<file path="config.mk">
export PLATFORM = sky130hd
export DESIGN_NAME = flash_bus_arbiter
export DESIGN_NICKNAME = d
export VERILOG_FILES = /design/src/rtl/flash_bus_arbiter.sv
export SDC_FILE = /design/constraint.sdc
export NUM_CORES = 1
export LEC_CHECK = 0
export CELL_PAD_IN_SITES_DETAIL_PLACEMENT = 1
export CELL_PAD_IN_SITES_GLOBAL_PLACEMENT = 2
export CORE_MARGIN = 2
export CORE_UTILIZATION = 28
export CTS_BUF_LIST = sky130_fd_sc_hd__clkbuf_8
export DETAILED_ROUTE_END_ITERATION = 16
export GPL_TIMING_DRIVEN = 0
export PLACE_DENSITY = 0.89
export SYNTH_ARGS = -nofsm -noshare
export SYNTH_HDL_FRONTEND = slang
export SYNTH_SLANG_ARGS = --single-unit
</file>
<file path="constraint.sdc">
create_clock -name clock_50 -period 2.4 [get_ports clock_50]
set_input_delay 0.6 -clock clock_50 [delete_from_list [all_inputs] [get_ports clock_50]]
set_output_delay 0.6 -clock clock_50 [all_outputs]
set_load 0.02 [all_outputs]
</file>
<file path="src/rtl/flash_bus_arbiter.sv">
// flash_bus_arbiter
//
// Shares one parallel flash device between two requesters (AVR and Coco).
// Each requester raises a single-cycle req pulse; the arbiter remembers it in
// a pending flag, grants the bus, and runs a fixed access sequence:
//   IDLE -> SETUP (1 tick) -> STROBE (max(cfg_wait,1) ticks) -> HOLD (1 tick)
// AVR has fixed priority. A starvation counter lets Coco win once AVR has
// been granted STARVE_LIMIT times in a row while Coco was waiting.
//
// Ports
//   clock_50, reset_n                     clock, asynchronous active-low reset
//   cfg_wait[2:0]                         strobe width in clock ticks (0 acts as 1)
//   avr_req/rw/addr/wdata, avr_ack/rdata  AVR request side
//   coco_req/rw/addr/wdata, coco_ack/rdata Coco request side
//   fl_addr, fl_dout, fl_dout_en, fl_din  flash address and data buses
//   fl_ce_n, fl_oe_n, fl_we_n             flash control strobes (active low)
//   busy                                  high whenever the FSM is not IDLE
//
// Every output comes straight from a flop; the flop inputs are derived from
// the next state so the pins change on the same edge as the state.

module flash_bus_arbiter #(
    parameter int STARVE_LIMIT = 3
) (
    input  logic        clock_50,
    input  logic        reset_n,
    input  logic [2:0]  cfg_wait,
    input  logic        avr_req,
    input  logic        avr_rw,
    input  logic [15:0] avr_addr,
    input  logic [7:0]  avr_wdata,
    output logic        avr_ack,
    output logic [7:0]  avr_rdata,
    input  logic        coco_req,
    input  logic        coco_rw,
    input  logic [15:0] coco_addr,
    input  logic [7:0]  coco_wdata,
    output logic        coco_ack,
    output logic [7:0]  coco_rdata,
    output logic [15:0] fl_addr,
    output logic [7:0]  fl_dout,
    output logic        fl_dout_en,
    input  logic [7:0]  fl_din,
    output logic        fl_ce_n,
    output logic        fl_oe_n,
    output logic        fl_we_n,
    output logic        busy
);

    localparam int SW = (STARVE_LIMIT < 2) ? 1 : $clog2(STARVE_LIMIT + 1);
    localparam logic [SW-1:0] STARVE_MAX = SW'(STARVE_LIMIT);

    typedef enum logic [1:0] {
        IDLE   = 2'd0,
        SETUP  = 2'd1,
        STROBE = 2'd2,
        HOLD   = 2'd3
    } state_t;

    state_t        state_reg, state_next;
    logic          avr_pend_reg, avr_pend_next;
    logic          coco_pend_reg, coco_pend_next;
    logic [SW-1:0] starve_reg, starve_next;
    logic          owner_coco_reg, owner_coco_next;   // 1 = Coco owns the cycle
    logic          rw_reg, rw_next;
    logic [15:0]   addr_reg, addr_next;
    logic [7:0]    wdata_reg, wdata_next;
    logic [2:0]    cnt_reg, cnt_next;                 // STROBE ticks remaining - 1
    logic [7:0]    avr_rdata_reg, avr_rdata_next;
    logic [7:0]    coco_rdata_reg, coco_rdata_next;
    logic          avr_ack_reg, avr_ack_next;
    logic          coco_ack_reg, coco_ack_next;
    logic          ce_n_reg, ce_n_next;
    logic          oe_n_reg, oe_n_next;
    logic          we_n_reg, we_n_next;
    logic          dout_en_reg, dout_en_next;
    logic          busy_reg, busy_next;
    logic          pick_coco;

    always_comb begin
        state_next      = state_reg;
        // A pulse while the flag is already set simply ORs into a 1.
        avr_pend_next   = avr_pend_reg | avr_req;
        coco_pend_next  = coco_pend_reg | coco_req;
        starve_next     = starve_reg;
        owner_coco_next = owner_coco_reg;
        rw_next         = rw_reg;
        addr_next       = addr_reg;
        wdata_next      = wdata_reg;
        cnt_next        = cnt_reg;
        avr_rdata_next  = avr_rdata_reg;
        coco_rdata_next = coco_rdata_reg;
        avr_ack_next    = 1'b0;
        coco_ack_next   = 1'b0;

        // Arbitration uses the counter value from before this grant.
        pick_coco = coco_pend_reg && (!avr_pend_reg || (starve_reg == STARVE_MAX));

        case (state_reg)
            IDLE: begin
                if (avr_pend_reg || coco_pend_reg) begin
                    state_next      = SETUP;
                    owner_coco_next = pick_coco;
                    if (pick_coco) begin
                        starve_next = '0;
                    end else if (coco_pend_reg && (starve_reg != STARVE_MAX)) begin
                        starve_next = starve_reg + 1'b1;
                    end
                    // Snapshot the winner's request so later input changes
                    // cannot disturb the cycle in flight.
                    rw_next    = pick_coco ? coco_rw    : avr_rw;
                    addr_next  = pick_coco ? coco_addr  : avr_addr;
                    wdata_next = pick_coco ? coco_wdata : avr_wdata;
                    cnt_next   = (cfg_wait == 3'd0) ? 3'd0 : (cfg_wait - 3'd1);
                end
            end
            SETUP: begin
                state_next = STROBE;
            end
            STROBE: begin
                if (cnt_reg == 3'd0) begin
                    state_next = HOLD;
                    // Last strobe tick: data from the flash is valid now.
                    if (rw_reg) begin
                        if (owner_coco_reg) coco_rdata_next = fl_din;
                        else                avr_rdata_next  = fl_din;
                    end
                    if (owner_coco_reg) coco_ack_next = 1'b1;
                    else                avr_ack_next  = 1'b1;
                end else begin
                    cnt_next = cnt_reg - 3'd1;
                end
            end
            HOLD: begin
                state_next = IDLE;
                // A fresh pulse coinciding with the ack starts a new request.
                if (owner_coco_reg) coco_pend_next = coco_req;
                else                avr_pend_next  = avr_req;
            end
            default: begin
                state_next = IDLE;
            end
        endcase

        ce_n_next    = (state_next == IDLE);
        oe_n_next    = !((state_next == STROBE) && rw_next);
        we_n_next    = !((state_next == STROBE) && !rw_next);
        dout_en_next = (state_next != IDLE) && !rw_next;
        busy_next    = (state_next != IDLE);
    end

    always_ff @(posedge clock_50 or negedge reset_n) begin
        if (!reset_n) begin
            state_reg      <= IDLE;
            avr_pend_reg   <= 1'b0;
            coco_pend_reg  <= 1'b0;
            starve_reg     <= '0;
            owner_coco_reg <= 1'b0;
            rw_reg         <= 1'b1;
            addr_reg       <= 16'h0000;
            wdata_reg      <= 8'h00;
            cnt_reg        <= 3'd0;
            avr_rdata_reg  <= 8'h00;
            coco_rdata_reg <= 8'h00;
            avr_ack_reg    <= 1'b0;
            coco_ack_reg   <= 1'b0;
            ce_n_reg       <= 1'b1;
            oe_n_reg       <= 1'b1;
            we_n_reg       <= 1'b1;
            dout_en_reg    <= 1'b0;
            busy_reg       <= 1'b0;
        end else begin
            state_reg      <= state_next;
            avr_pend_reg   <= avr_pend_next;
            coco_pend_reg  <= coco_pend_next;
            starve_reg     <= starve_next;
            owner_coco_reg <= owner_coco_next;
            rw_reg         <= rw_next;
            addr_reg       <= addr_next;
            wdata_reg      <= wdata_next;
            cnt_reg        <= cnt_next;
            avr_rdata_reg  <= avr_rdata_next;
            coco_rdata_reg <= coco_rdata_next;
            avr_ack_reg    <= avr_ack_next;
            coco_ack_reg   <= coco_ack_next;
            ce_n_reg       <= ce_n_next;
            oe_n_reg       <= oe_n_next;
            we_n_reg       <= we_n_next;
            dout_en_reg    <= dout_en_next;
            busy_reg       <= busy_next;
        end
    end

    assign avr_ack    = avr_ack_reg;
    assign avr_rdata  = avr_rdata_reg;
    assign coco_ack   = coco_ack_reg;
    assign coco_rdata = coco_rdata_reg;
    assign fl_addr    = addr_reg;
    assign fl_dout    = wdata_reg;
    assign fl_dout_en = dout_en_reg;
    assign fl_ce_n    = ce_n_reg;
    assign fl_oe_n    = oe_n_reg;
    assign fl_we_n    = we_n_reg;
    assign busy       = busy_reg;

endmodule

</file>
==> Word-level counts from Yosys, hierarchy flattened <==
Cells that the tools add are included.
{ "op_classes": {"n_addsub": 3, "n_eq_ne": 8, "mux": 24, "bitwise_logic": 3, "reduce_logical": 23} }
{ "op_table": {"columns": ["operator", "n"], "rows": [
  ["$mux W16", 1],
  ["$mux W1", 13],
  ["$mux W3", 3],
  ["$eq A2 B2 Y1 const B", 4],
  ["$mux W2", 4],
  ["$mux W8", 1],
  ["$pmux W2 S4", 1],
  ["$reduce_and A4 Y1", 2],
  ["$logic_not A3 Y1", 2],
  ["$ne A2 B2 Y1 const B", 3],
  ["$pmux W3 S2", 1],
  ["$reduce_and A3 Y1", 2],
  ["$reduce_bool A2 Y1", 3],
  ["$sub A3 B1 Y3 const B", 2],
  ["$logic_and A1 B1 Y1", 5],
  ["$logic_not A1 Y1", 4],
  ["$logic_not A2 Y1", 2],
  ["$add A2 B1 Y2 const B", 1],
  ["$eq A2 B1 Y1 const B", 1],
  ["$logic_or A1 B1 Y1", 2],
  ["$or A1 B1 Y1", 2],
  ["$reduce_and A2 Y1", 1],
  ["$not A1 Y1", 1]
]} }
{ "totals": {"register_bits": 58, "input_bits": 65, "out_inout_bits": 47, "elab_cells": 79} }

==> Depth between registers and ports, before layout <==
Gate-level depths: netlist (run 1).
{ "depth": {"ltp_word": 9, "mapped_depth": 7, "mapped_depth_nobuf": 5} }

==> Worst setup path before layout (run 1) <==
Ideal clock, no wire load.
{ "synth_path": {"path_kind": "register to register", "start": "register state_reg[0]", "end": "register we_n_reg, in the netlist fl_we_n", "setup_ns": 0.077, "arrival_ns": 1.459, "required_time_ns": 2.323, "setup_slack_ns": 0.864, "path_stages_with_launch": 7, "n_path_buf": 1, "synth_period_minus_slack_ns": 1.536, "cell_sequence": "dfrtp_1 -> inv_1 -> ha_1 -> buf_2 -> o21a_1 -> nor4b_2 -> a21bo_1"} }
{ "synth_between": {"elab_chain_len": 5, "word_cells_on_any_way": 12, "classes_between": "eq/ne: 4; mux: 4; reduce/logical: 4"} }
{ "synth_lines": {"columns": ["item", "line_no", "text"], "rows": [
  ["start, declared", "60", "state_t state_reg, state_next;"],
  ["start signal, assigned", "173", "state_reg <= state_next;"],
  ["$eq A2 B2 Y1, or another cell as far along", "99", "case (state_reg)"],
  ["$pmux W2 S4 / $mux W1 (equally long branches)", "99", null],
  ["$eq A2 B2 Y1 / $logic_not A1 Y1 (equally long branches)", "147", "we_n_next = !((state_next == STROBE) && !rw_next);"],
  ["$logic_and A1 B1 Y1 *", "147", null],
  ["$logic_not A1 Y1 *", "147", null],
  ["net we_n_next", "75", "logic we_n_reg, we_n_next;"],
  ["end signal, assigned", "188", "we_n_reg <= we_n_next;"],
  ["end, declared", "75", null]
]} }
Mark *: on every way through the listed nets, which the timed path passes. The rest lies on a longest branch.
A chain may end at the register's enable or synchronous reset.

==> Worst setup path after layout (run 1) <==
{ "layout_path": {"start": "register we_n_reg, in the netlist fl_we_n", "end": "output fl_we_n"} }
{ "layout_rtl": {"columns": ["item", "line_no", "text"], "rows": [
  ["end, declared", "46", "output logic fl_we_n,"]
]} }
No word-level cell between the ends.

==> metrics.txt, run 1 <==
Clk Latency, worst-skew pair 0.33 ns; RR Startpoint starve_reg[0]; unrepaired setup endpoints after global routing false; Core Region slightly above 9000 um2; Synth cell types 40; htree depth 3; CP endpoint kind output pin; CP arrival 1.46 ns; status finished, final reports clean; row cnt 35; share of cells above drive strength 1 15.08%; slew margin rel. 44.10%; I/O pin cnt about 110; fraction of registers with async set/reset 100.0%; Initial Util 28.98%; DRC Markers 0; Post-DRT Antenna Nets 0; critical path depth in cells 1; Via Count between 2000 and 2500; Hold WC Path Type in2async; fin crit period slightly above 2 ns; CTS root buffer clkbuf_8; Critical Path, Cell by Cell clkdlybuf4s50_1; Synthesized Nets ~320; number of synthesized flops with an enable pin 0; Fin. Hold Viols 0; area delta synth->final 54.93%; power per cell area ~1300 nW/um2; max reg flops 16; yosys warns 0; worst-margin pin slew between 0.8 and 0.9 ns; Pre-Repair DR Iteration Count 4; Worst R2R Path Depth 5; required time worst endpoint 1.80 ns; sw power 2.232 mW; final setup violation count 0; Cells after Synth 250; total CTS buffers 9; detailed placement HPWL roughly 6200 um; Setup crit start fl_we_n; VDD IR max 327.1 uV; die area 10410 um2; cts hold-fix bufs 0; die width a little over 100 um; placed cells 491; Sw Ratio 40.00%; clock share of power 14.8%; Clock Skew about 0.0071 ns; leakage around 1.7 nW; RePlAce Congestion 0.7053; Worst Path Max Fanout 1; Final #Nets 446; Worst-path clk slew 0.06 ns; WL final 8225 um; Syn Std Cell Area 2690 um2; Synth Register Bits 58; DR iter-0 viols 64; DR vias/cell 4.769; Antenna Diode Count 0; Fmax 484.4 MHz; period utilisation layout 86.02%; GRT Total Usage 16.54%; Finished Core Util 44.89%; Bufs and invs on worst path 1; grt ovf 0; pin count of the biggest net entering global routing 35; CP delay by family, top buffers and inverters; PostCTS Resize Cnt 0; Post-CTS Setup Bufs 0; Max Slew Vio Count 0; Reg2Reg Capture Point fl_addr[8]; final non-filler cell total 507; Comb pwr share between 50% and 60%; slowest cell on the critical path clkdlybuf4s50_1; sequential group share of total power 31.1%; crit path kind reg2out; register area share after synthesis 54.14%; syn avg cell area 10.76 um2; Design Power 5.579 mW; CP Launch Type flip-flop; WL/cell 16.22 um; r2r setup slk 0.63 ns; Max Cap Viol 0; largest stage delay on the critical path 0.62 ns; Worst Setup EP fl_we_n; port bufs 111; most used flip-flop cell after synthesis dfrtp_1; CTS tree done; initial antenna violation count 1; Int Pwr 3.348 mW; vias in the first global route 2632; CTS sink cnt 58; clock buffer depth 2; die height 102.0 um; first-pass GRT wire length 13190 um
==> layout by cell type (no fill, tap or decap), types with 3 or more instances in the layout <==
cell	synthesis	layout
nand3_1	25	25
mux2_2	17	17
a21oi_1	3	3
and2_1	3	3
nand2_1	5	5
clkbuf_8	0	12
buf_2	6	7
ha_1	8	8
dfstp_2	4	4
o21ai_0	24	24
a31oi_1	25	25
nor2_1	26	26
dfrtp_1	54	54
clkbuf_1	8	8
inv_1	8	10
clkdlybuf4s50_1	0	110
==> kinds of logic after synthesis <==
logic type      Yosys count  synth area share (%)
xor+xnor                  1                0.3256
flops                    58                 54.14
mux                      19                 7.860
compound gates           63                 14.23
simple gates             76                 15.26
buf+inv                  25                 4.465
fa+ha+maj                 8                 3.721
==> cell usage after synthesis (3+ instances only) <==
master	number	area, um2
dfstp_2	4	105.1
nand3_1	25	125.1
a31oi_1	25	156.4
buf_2	6	30.03
and2_1	3	18.77
ha_1	8	100.1
dfrtp_1	54	1351
clkbuf_1	8	30.03
mux2_2	17	191.4
nor2_1	26	97.59
nand2_1	5	18.77
a21oi_1	3	15.01
o21ai_0	24	120.1
inv_1	8	30.03
==> stage by stage <==
stage               hold slack [ns]  area, um2  TNS [ns]  worst slack, ns
floorplan                    0.3044       2690         0           0.8636
detailed placement           0.4921       3985         0           0.3979
CTS                          0.3934       4168         0           0.3108
global placement             0.4889       3963    -66.99           -1.205
finish                       0.3641       4168         0           0.3355
global route                 0.4338       4168         0           0.3019
==> power by group through the flow <==
stage / clock, mW / combinational (mW) / sequential (mW)
floorplan: 0 / 1.31 / 2.18
global placement: 0 / 2.96 / 1.73
detailed placement: 0 / 3.06 / 1.76
CTS: 0.858 / 3.07 / 1.74
global route: 0.909 / 3.31 / 1.80
finish: 0.828 / 3.01 / 1.74
==> worst reg2reg max path, stage by stage (launching register included) <==
cell	delay, ns
dfrtp_1	0.40
ha_1	0.22
and2b_2	0.31
clkbuf_1	0.41
o21ai_0	0.15
a31oi_1	0.20
==> metal layers <==
layer / track usage (%) / wire length [um] / vias to the layer above
met1: 20.03 / 3516 / 1199
met4: 6.462 / 112 / 2
met2: 28.95 / 4200 / 62
li1: - / - / 1146
met3: 3.283 / 382 / 9
met5: 0 / 13 / -
==> area by class of cell <==
| type | instances | area [um2] |
|---|---|---|
| Buffer | 17 | 90.09 |
| Fill cell | 1052 | 5116 |
| Sequential cell | 58 | 1456 |
| Clock inverter | 4 | 17.52 |
| Inverter | 8 | 30.03 |
| Timing Repair Buffer | 112 | 1134 |
| Tap cell | 129 | 161.4 |
| Multi-Input combinational cell | 167 | 1114 |
| Clock buffer | 12 | 165.2 |
==> worst min-delay path by stage <==
stage / end / slack [ns] / depth (start not counted)
3_5_place_dp: coco_rdata[1] / 0.49 / 1
6_report: cnt_reg[1] / 0.36 / 1
4_1_cts: fl_addr[9] / 0.39 / 1
5_1_grt: fl_addr[9] / 0.43 / 1
2_1_floorplan: avr_ack / 0.30 / 0
3_3_place_gp: avr_rdata[6] / 0.49 / 1
Power figures use the tool's default switching activity.
==> run 2, diff against run 1 <==
==> constraint.sdc (replaced) <==
create_clock -name clock_50 -period 2.4 [get_ports clock_50]
set_input_delay 0.36 -clock clock_50 [delete_from_list [all_inputs] [get_ports clock_50]]
set_output_delay 0.36 -clock clock_50 [all_outputs]
set_load 0.02 [all_outputs]
==> results of run 2 <==
The final DEF is identical to that of run 1. Status: finished, final reports clean.
Among the figures that moved: setup slack after placement 0.3979 ns -> 0.6379 ns; setup slack after layout 0.3355 ns -> 0.5755 ns; hold slack 0.3641 ns -> 0.1241 ns
